## src/rtl/ro_count_serializer.sv

```systemverilog
// Ring-oscillator count readout: coherent snapshot of NUM_CH counters, framed MSB-first serial output.
// Build option RO_SERIALIZER_CRC8_EN: CRC-8 (poly 0x07) check field instead of 1-bit even parity.
module ro_count_serializer #(
    parameter int unsigned      NUM_CH     = 4,
    parameter int unsigned      COUNT_W    = 20,
    parameter int unsigned      CH_W       = $clog2(NUM_CH),
    parameter int unsigned      HDR_W      = 4,
    parameter logic [HDR_W-1:0] HDR        = 4'b1010,
    parameter int unsigned      GAP_CYCLES = 2
) (
    input  logic                      clk,
    input  logic                      reset,
    input  logic                      ena,
    input  logic                      start,
    input  logic                      scan_all,
    input  logic [CH_W-1:0]           ch_sel,
    input  logic [NUM_CH*COUNT_W-1:0] counts,
    output logic                      busy,
    output logic                      frame_valid,
    output logic                      data_raw,
    output logic                      data_manchester,
    output logic                      frame_done,
    output logic                      err
);

`ifdef RO_SERIALIZER_CRC8_EN
    localparam int unsigned CHK_W = 8;
`else
    localparam int unsigned CHK_W = 1;
`endif
    localparam int unsigned PAY_W   = CH_W + COUNT_W;
    localparam int unsigned FRAME_W = HDR_W + PAY_W + CHK_W;
    localparam int unsigned BIT_W   = $clog2(FRAME_W + 1);
    localparam int unsigned GAP_W   = 4;

    localparam logic [1:0] S_IDLE  = 2'd0;
    localparam logic [1:0] S_SHIFT = 2'd1;
    localparam logic [1:0] S_GAP   = 2'd2;

`ifdef RO_SERIALIZER_CRC8_EN
    function automatic logic [7:0] crc8(input logic [PAY_W-1:0] d);
        logic [7:0] c;
        c = '0;
        for (int i = PAY_W - 1; i >= 0; i--) begin
            if (c[7] ^ d[i]) c = {c[6:0], 1'b0} ^ 8'h07;
            else             c = {c[6:0], 1'b0};
        end
        return c;
    endfunction
`endif

    logic [1:0]                       r_state;
    logic [NUM_CH-1:0][COUNT_W-1:0]   r_snap;
    logic [FRAME_W-1:0]               r_shift;
    logic [BIT_W-1:0]                 r_bit_cnt;
    logic [GAP_W-1:0]                 r_gap_cnt;
    logic [CH_W-1:0]                  r_ch;
    logic                             r_scan;
    logic                             r_busy;
    logic                             r_valid;
    logic                             r_data;
    logic                             r_done;
    logic                             r_err;

    logic [NUM_CH-1:0][COUNT_W-1:0]   w_cnt_in;
    logic [1:0]                       w_state_nxt;
    logic                             w_accept;
    logic                             w_reject;
    logic                             w_load;
    logic                             w_end;
    logic                             w_last;
    logic [CH_W-1:0]                  w_load_ch;
    logic [COUNT_W-1:0]               w_load_cnt;
    logic [PAY_W-1:0]                 w_payload;
    logic [CHK_W-1:0]                 w_chk;
    logic [FRAME_W-1:0]               w_frame;
    logic                             w_ch_bad;

    assign w_cnt_in = counts;
    assign w_ch_bad = ({1'b0, ch_sel} >= (CH_W + 1)'(NUM_CH));

    // Next-state and control decode
    always_comb begin
        w_state_nxt = r_state;
        w_accept    = 1'b0;
        w_reject    = 1'b0;
        w_load      = 1'b0;
        w_end       = 1'b0;
        w_last      = 1'b0;
        w_load_ch   = r_ch;
        case (r_state)
            S_IDLE: begin
                if (start) begin
                    if (!scan_all && w_ch_bad) begin
                        w_reject = 1'b1;
                    end else begin
                        w_accept    = 1'b1;
                        w_load      = 1'b1;
                        w_load_ch   = scan_all ? '0 : ch_sel;
                        w_state_nxt = S_SHIFT;
                    end
                end
            end
            S_SHIFT: begin
                if (r_bit_cnt == BIT_W'(FRAME_W)) begin
                    w_end  = 1'b1;
                    w_last = !r_scan || (r_ch == CH_W'(NUM_CH - 1));
                    if (w_last) begin
                        w_state_nxt = S_IDLE;
                    end else if (GAP_CYCLES == 0) begin
                        w_load    = 1'b1;
                        w_load_ch = r_ch + CH_W'(1);
                    end else begin
                        w_state_nxt = S_GAP;
                    end
                end
            end
            S_GAP: begin
                if (r_gap_cnt == GAP_W'(GAP_CYCLES - 1)) begin
                    w_load      = 1'b1;
                    w_load_ch   = r_ch + CH_W'(1);
                    w_state_nxt = S_SHIFT;
                end
            end
            default: w_state_nxt = S_IDLE;
        endcase
    end

    // The first frame is built from live counts because the snapshot is captured on the same edge
    always_comb begin
        w_load_cnt = (r_state == S_IDLE) ? w_cnt_in[w_load_ch] : r_snap[w_load_ch];
        w_payload  = {w_load_ch, w_load_cnt};
`ifdef RO_SERIALIZER_CRC8_EN
        w_chk      = crc8(w_payload);
`else
        w_chk      = ^w_payload;
`endif
        w_frame    = {HDR, w_payload, w_chk};
    end

    always_ff @(posedge clk or posedge reset) begin
        if (reset) begin
            r_state   <= S_IDLE;
            r_snap    <= '0;
            r_shift   <= '0;
            r_bit_cnt <= '0;
            r_gap_cnt <= '0;
            r_ch      <= '0;
            r_scan    <= 1'b0;
            r_busy    <= 1'b0;
            r_valid   <= 1'b0;
            r_data    <= 1'b0;
            r_done    <= 1'b0;
            r_err     <= 1'b0;
        end else if (ena) begin
            r_state <= w_state_nxt;
            r_err   <= w_reject;
            r_done  <= w_end;
            if (w_accept) begin
                r_snap <= w_cnt_in;
                r_scan <= scan_all;
                r_busy <= 1'b1;
            end
            if (w_load) begin
                r_ch      <= w_load_ch;
                r_data    <= w_frame[FRAME_W-1];
                r_shift   <= {w_frame[FRAME_W-2:0], 1'b0};
                r_bit_cnt <= BIT_W'(1);
                r_valid   <= 1'b1;
                r_gap_cnt <= '0;
            end else if (w_end) begin
                r_data    <= 1'b0;
                r_valid   <= 1'b0;
                r_gap_cnt <= '0;
                if (w_last) r_busy <= 1'b0;
            end else if (r_state == S_SHIFT) begin
                r_data    <= r_shift[FRAME_W-1];
                r_shift   <= {r_shift[FRAME_W-2:0], 1'b0};
                r_bit_cnt <= r_bit_cnt + BIT_W'(1);
            end else if (r_state == S_GAP) begin
                r_gap_cnt <= r_gap_cnt + GAP_W'(1);
            end
        end
    end

    assign busy            = r_busy;
    assign frame_valid     = r_valid;
    assign data_raw        = r_data;
    assign frame_done      = r_done;
    assign err             = r_err;
    assign data_manchester = r_data ^ clk;

endmodule

```

## config.mk

```make
export PLATFORM = sky130hd
export DESIGN_NAME = ro_count_serializer
export DESIGN_NICKNAME = d
export VERILOG_FILES = /design/src/rtl/ro_count_serializer.sv
export SDC_FILE = /design/constraint.sdc
export NUM_CORES = 1
export LEC_CHECK = 0
export CORE_ASPECT_RATIO = 1.1
export CORE_MARGIN = 2
export CORE_UTILIZATION = 37
export CTS_CLUSTER_DIAMETER = 120
export DETAILED_ROUTE_END_ITERATION = 10
export GPL_ROUTABILITY_DRIVEN = 1
export GPL_TIMING_DRIVEN = 0
export MAX_ROUTING_LAYER = met4
export PLACE_DENSITY_LB_ADDON = 0.12
export SETUP_SLACK_MARGIN = 0.1
export SYNTH_ARGS = -nofsm -noshare
export SYNTH_HDL_FRONTEND = slang
export SYNTH_SLANG_ARGS = --single-unit
```

## constraint.sdc

```tcl
create_clock -name clk -period 10.9 [get_ports clk]
set_input_delay 1.635 -clock clk [delete_from_list [all_inputs] [get_ports clk]]
set_output_delay 1.635 -clock clk [all_outputs]
set_load 0.01 [all_outputs]
```

Yosys cells after proc, flatten, opt, wreduce, memory -nomap -nowiden
Cells that the tools add are included.
{"block": "classes", "n_addsub": 3, "n_lt_le_gt_ge": 1, "eq_ne": 10, "n_mux": 41, "n_bitwise": 1, "reduce_logical": 15}
{"op": "27-bit 2-to-1 mux", "count": 3}
{"op": "20-bit binary-select mux with 2-bit select", "count": 2}
{"op": "20-bit 2-to-1 mux", "count": 3}
{"op": "22-bit XOR reduction", "count": 1}
{"op": "1-bit 2-to-1 mux", "count": 16}
{"op": "4-bit 2-to-1 mux", "count": 4}
{"op": "5-bit 2-to-1 mux", "count": 3}
{"op": "2-bit 2-to-1 mux", "count": 7}
{"op": "2-bit != test, second input constant", "count": 4}
{"op": "2-bit AND reduction", "count": 4}
{"op": "2-bit one-hot mux with 3 select lines", "count": 1}
{"op": "3-bit AND reduction", "count": 2}
{"op": "3-bit nonzero test", "count": 2}
{"op": "5-bit by 1-bit adder with 5-bit output, second input constant", "count": 1}
{"op": "5-bit == test, second input constant", "count": 1}
{"op": "4-bit by 1-bit adder with 4-bit output, second input constant", "count": 1}
{"op": "2-bit == test, second input constant", "count": 2}
{"op": "4-bit by 1-bit == test with 1-bit output, second input constant", "count": 1}
{"op": "2-bit one-hot mux with 2 select lines", "count": 1}
{"op": "4-bit AND reduction", "count": 1}
{"op": "2-bit nonzero test", "count": 2}
{"op": "2-bit by 3-bit less-than comparator with 1-bit output, second input constant", "count": 1}
{"op": "3-bit != test, second input constant", "count": 1}
{"op": "2-bit by 1-bit adder with 2-bit output, second input constant", "count": 1}
{"op": "other kinds (6)", "count": 6}
{"block": "totals", "register_bits": 125}

Logic depth before layout (Yosys ltp)
Gate-level depths: netlist of the first run.
{"block": "logic_depth", "ltp_word": 8, "mapped_depth": 16, "ltp_nobuf": 12}

==> flow_summary_export.csv, run 1 <==
group,metric,value,unit
yosys,synth.yosys.seq_area_share,45.4,%
timing,tightest_slew,1.06,ns
floorplan,ios,93,
routing,avgViaCountPerCell,5.50,
worst_setup_path,cp-start-kind,"clock port",
timing,clock_skew,0.00707,ns
yosys,syn-cell-area,6830,sq um
worst_setup_path,end_kind,"output port",
power,swShare,31.4,%
placed_design,gp_congestion,0.931,
routing,drtAntennaViolNets,0,
routing,drt-initial-drc-count,320,
timing,hold_viol,0,
yosys,synth_area_leaders,"dfrtp_1 (45%), mux2_2 (13%), nand2_1 (6.2%)",
worst_setup_path,path_common_cell,"clkbuf_16",
worst_setup_path,worstPathArrival,6.37,ns
global_routing,grt_usage,23.0,%
timing,drv_slew,0,
routing,num_vias,5793,
power,p_int,1.28,mW
final_layout,drive_gt1_share,17.8,%
yosys,yosys.area.top_type_share,45.4,%
power,p_sw,0.586,mW
clock_tree,post-cts-setup-buffers,0,
power,pwr-share-seq,33.1,%
worst_setup_path,cp_top_family,"buffers and inverters",
floorplan,die_h,147,microns
routing,drc,0,
routing,dr.pass1.iters,5,
power,p_clk_share,34.1,%
worst_setup_path,crit_required,9.27,ns
power,combPwrFrac,32.8,%
placed_design,dpl.hpwl,14900,microns
power,peakVddDrop,148,uV
floorplan,dieArea,19600,sq um
global_routing,grt_pass1_wl,33200,microns
clock_tree,cts_resized,0,
yosys,yosysTopAreaCell,"dfrtp_1",
yosys,syn_inst,685,
power,p_per_area,214,nW/um^2
yosys,syn-num-nets,776,
timing,tns,0,ns
routing,routedWlPerCell,19.8,microns
timing,max_slew_margin,29.1,%
routing,wirelength,20900,microns
placed_design,post-place-cells,1020,
final_layout,regArea,3100,sq um
worst_setup_path,cp_slowest_cell,"clkdlybuf4s50_1",
power,cellLeakagePower,3.76,nW
yosys,yosys_warnings,0,
global_routing,grt_pass1_vias,5959,
placed_design,port_buffers,91,
timing,setup_viol,0,
final_layout,multi_input_area,3470,sq um
floorplan,die_w,134,microns
yosys,postSynthAreaPerCell,9.97,sq um
yosys,async_reset_ff_share,100,%
timing,grt_setup_unrepaired,"no",
final_layout,num-fill-cells,1733,
clock_tree,clock_latency,0.53,ns
clock_tree,clk_pin_slew_worst_paths,0.06,ns
flow_run,max_cap_viol_count,0,
floorplan,rows,52,
worst_setup_path,criticalPathCategory,"clock port to output port",
worst_setup_path,cpPeakStageDelay,0.54,ns
clock_tree,cts_tree,"built",
yosys,synth-main-ff-cell,"dfrtp_1",
clock_tree,cts_hold_buf,0,
final_layout,antennaDiodeCount,0,
final_layout,fin_cells,1054,
global_routing,overflow,0,
yosys,synth_edf_count,0,
final_layout,nets,890,
global_routing,grt_max_degree,87,
run_status,status,"complete, no violations",
yosys,ys_ff_latch,124,
min_path,hold_path_class,"register to register",
worst_setup_path,critical_path.cell_chain,"clkbuf_16 > clkbuf_16 > xor2_1 > clkdlybuf4s50_1",
final_layout,area_growth,27.9,%
worst_setup_path,cp_max_fo,2,
floorplan,start_util,37.4,%
worst_setup_path,path_buf_inv,3,
yosys,synth.distinct_cells,58,
global_routing,antenna_found_initial,0,
floorplan,coreArea,18300,sq um
-- worst reg2reg max path: cells and delay by family (launching register included) --
kind,cells,cell delay (ns)
AND/OR/NAND/NOR,4,1.52
XOR/XNOR,3,0.99
AO/OA/AOI/OAI,3,0.79
buffers and inverters,3,0.45
flip-flops,1,0.40
adder cells (fa/ha/maj),1,0.14
-- power by group through the flow --
stage / clock network, mW / logic (mW) / registers, mW
final: 0.635 / 0.612 / 0.618
after detailed placement: 0.0172 / 0.614 / 0.625
after global routing: 0.667 / 0.666 / 0.631
after global placement: 0.0172 / 0.601 / 0.620
after floorplan: 0.00672 / 0.436 / 0.611
after CTS: 0.646 / 0.615 / 0.618
-- routing by layer --
metal / vias to the layer above / GRT usage (%) / part of all wire [%] / wire length (microns)
li1: 2683 / - / - / -
met5: - / - / 0 / 0
met1: 2869 / 29.3 / 44 / 9300
met4: 0 / 8.19 / 2.8 / 580
met2: 202 / 35.5 / 47 / 9800
met3: 39 / 5.80 / 5.9 / 1240
-- state kept, by name, indices dropped and copies added, names as in the netlist --
| register | count |
|---|---|
| r_snap | 80 |
| r_shift | 26 |
| r_bit_cnt | 5 |
| r_gap_cnt | 4 |
| r_ch | 2 |
| r_state | 2 |
| busy | 1 |
| data_raw | 1 |
| frame_done | 1 |
| frame_valid | 1 |
| r_scan | 1 |
-- cells in the mapped netlist, drive strengths merged (12+ instances only) --
| master | number |
|---|---|
| dfrtp | 124 |
| nand2 | 113 |
| mux2 | 76 |
| nor2 | 41 |
| nand3 | 37 |
| o21ai | 37 |
| a21oi | 30 |
| mux2i | 26 |
| buf | 23 |
| clkbuf | 21 |
| a211oi | 19 |
| inv | 13 |
| nand4 | 12 |
-- placed cells by master (no fill, tap or decap), types with 4 or more instances in the layout --
cell | synthesis | routed
dfrtp_1 | 124 | 124
nand2_1 | 113 | 113
xnor3_1 | 6 | 6
a211oi_1 | 18 | 18
or4_1 | 4 | 4
nand3_1 | 37 | 37
nand4_1 | 12 | 12
xnor2_1 | 8 | 8
clkbuf_16 | 0 | 20
nand2b_1 | 6 | 6
clkinvlp_4 | 0 | 4
inv_1 | 13 | 12
o31a_1 | 9 | 9
clkbuf_1 | 21 | 21
mux2_2 | 76 | 76
mux2i_1 | 26 | 26
clkdlybuf4s50_1 | 0 | 91
a21oi_1 | 30 | 30
nor2_1 | 41 | 41
o21ai_0 | 37 | 37
a31oi_1 | 9 | 9
o22ai_1 | 4 | 4
xor2_1 | 8 | 8
ha_1 | 4 | 4
and3_1 | 4 | 4
buf_2 | 15 | 15
-- per-stage QoR --
| stage | util, % | instance area, sq um | worst slack [ns] | total power, mW | hold WS [ns] |
|---|---|---|---|---|---|
| floorplan | - | 6830 | 3.60 | 1.05 | 0.440 |
| global placement | 44.0 | 8050 | 3.16 | 1.24 | 0.463 |
| CTS | 47.8 | 8740 | 2.88 | 1.88 | 0.480 |
| finish | 47.8 | 8740 | 2.89 | 1.87 | 0.479 |
| detailed placement | 44.2 | 8080 | 3.16 | 1.26 | 0.466 |
| global route | 47.8 | 8740 | 2.85 | 1.96 | 0.487 |
-- worst paths after layout --
check | startpoint | to | slack, ns | cells after the start
setup / recovery | clk | data_manchester | 2.89 | 4
max in group asynchronous | reset | r_state[1] | 8.66 | 3
hold / removal | r_shift[21] | r_shift[21] | 0.48 | 2
hold reg to reg | r_shift[21] | r_shift[21] | 0.48 | 2
min in group asynchronous | reset | r_snap[16] | 1.48 | 2
setup reg to reg | r_gap_cnt[1] | r_shift[1] | 6.49 | 14
-- cell type report --
type,instances,share of cell area (%)
Multi-Input combinational cell,504,39.7
Sequential cell,124,35.5
Timing Repair Buffer,91,10.6
Clock buffer,22,6.00
Tap cell,243,3.48
Buffer,44,2.41
Clock inverter,13,1.65
Inverter,13,0.616
-- cell families after synthesis --
logic type	after synthesis	share of synthesized area, %
AND/OR/NAND/NOR	242	17.0
XOR/XNOR	22	4.03
adder cells (fa/ha/maj)	4	0.732
flip-flops	124	45.4
buffers and inverters	57	3.79
other	1	0.0549
AO/OA/AOI/OAI	133	12.6
multiplexers	102	16.3
No activity file was read; power rests on OpenSTA's default activity.
==> run 2: changes to the inputs <==
==> constraint.sdc (replaced) <==
create_clock -name clk -period 7.2 [get_ports clk]
set_input_delay 1.08 -clock clk [delete_from_list [all_inputs] [get_ports clk]]
set_output_delay 1.08 -clock clk [all_outputs]
set_load 0.01 [all_outputs]
==> results of run 2 <==
Same layout as run 1 (identical final DEF). Status: complete, no violations.
Among the figures that moved: setup slack after placement 3.16 ns -> 1.81 ns; setup slack after layout 2.89 ns -> 1.60 ns; register-to-register setup slack 6.49 ns -> 2.79 ns; total power 1.87 mW -> 2.82 mW; worst IR drop on VDD 148 uV -> 224 uV
==> run 3: changes to the inputs <==
==> constraint.sdc (replaced) <==
create_clock -name clk -period 4.96 [get_ports clk]
set_input_delay 0.744 -clock clk [delete_from_list [all_inputs] [get_ports clk]]
set_output_delay 0.744 -clock clk [all_outputs]
set_load 0.01 [all_outputs]
==> results of run 3 <==
Same layout as run 1 (identical final DEF). Status: complete, no violations.
Among the figures that moved: setup slack after placement 3.16 ns -> -0.0962 ns; setup slack after layout 2.89 ns -> 0.407 ns; start point of the critical path clk -> start; end point of the critical path data_manchester -> r_shift[1]; register-to-register setup slack 6.49 ns -> 0.55 ns; total power 1.87 mW -> 4.10 mW; worst IR drop on VDD 148 uV -> 326 uV
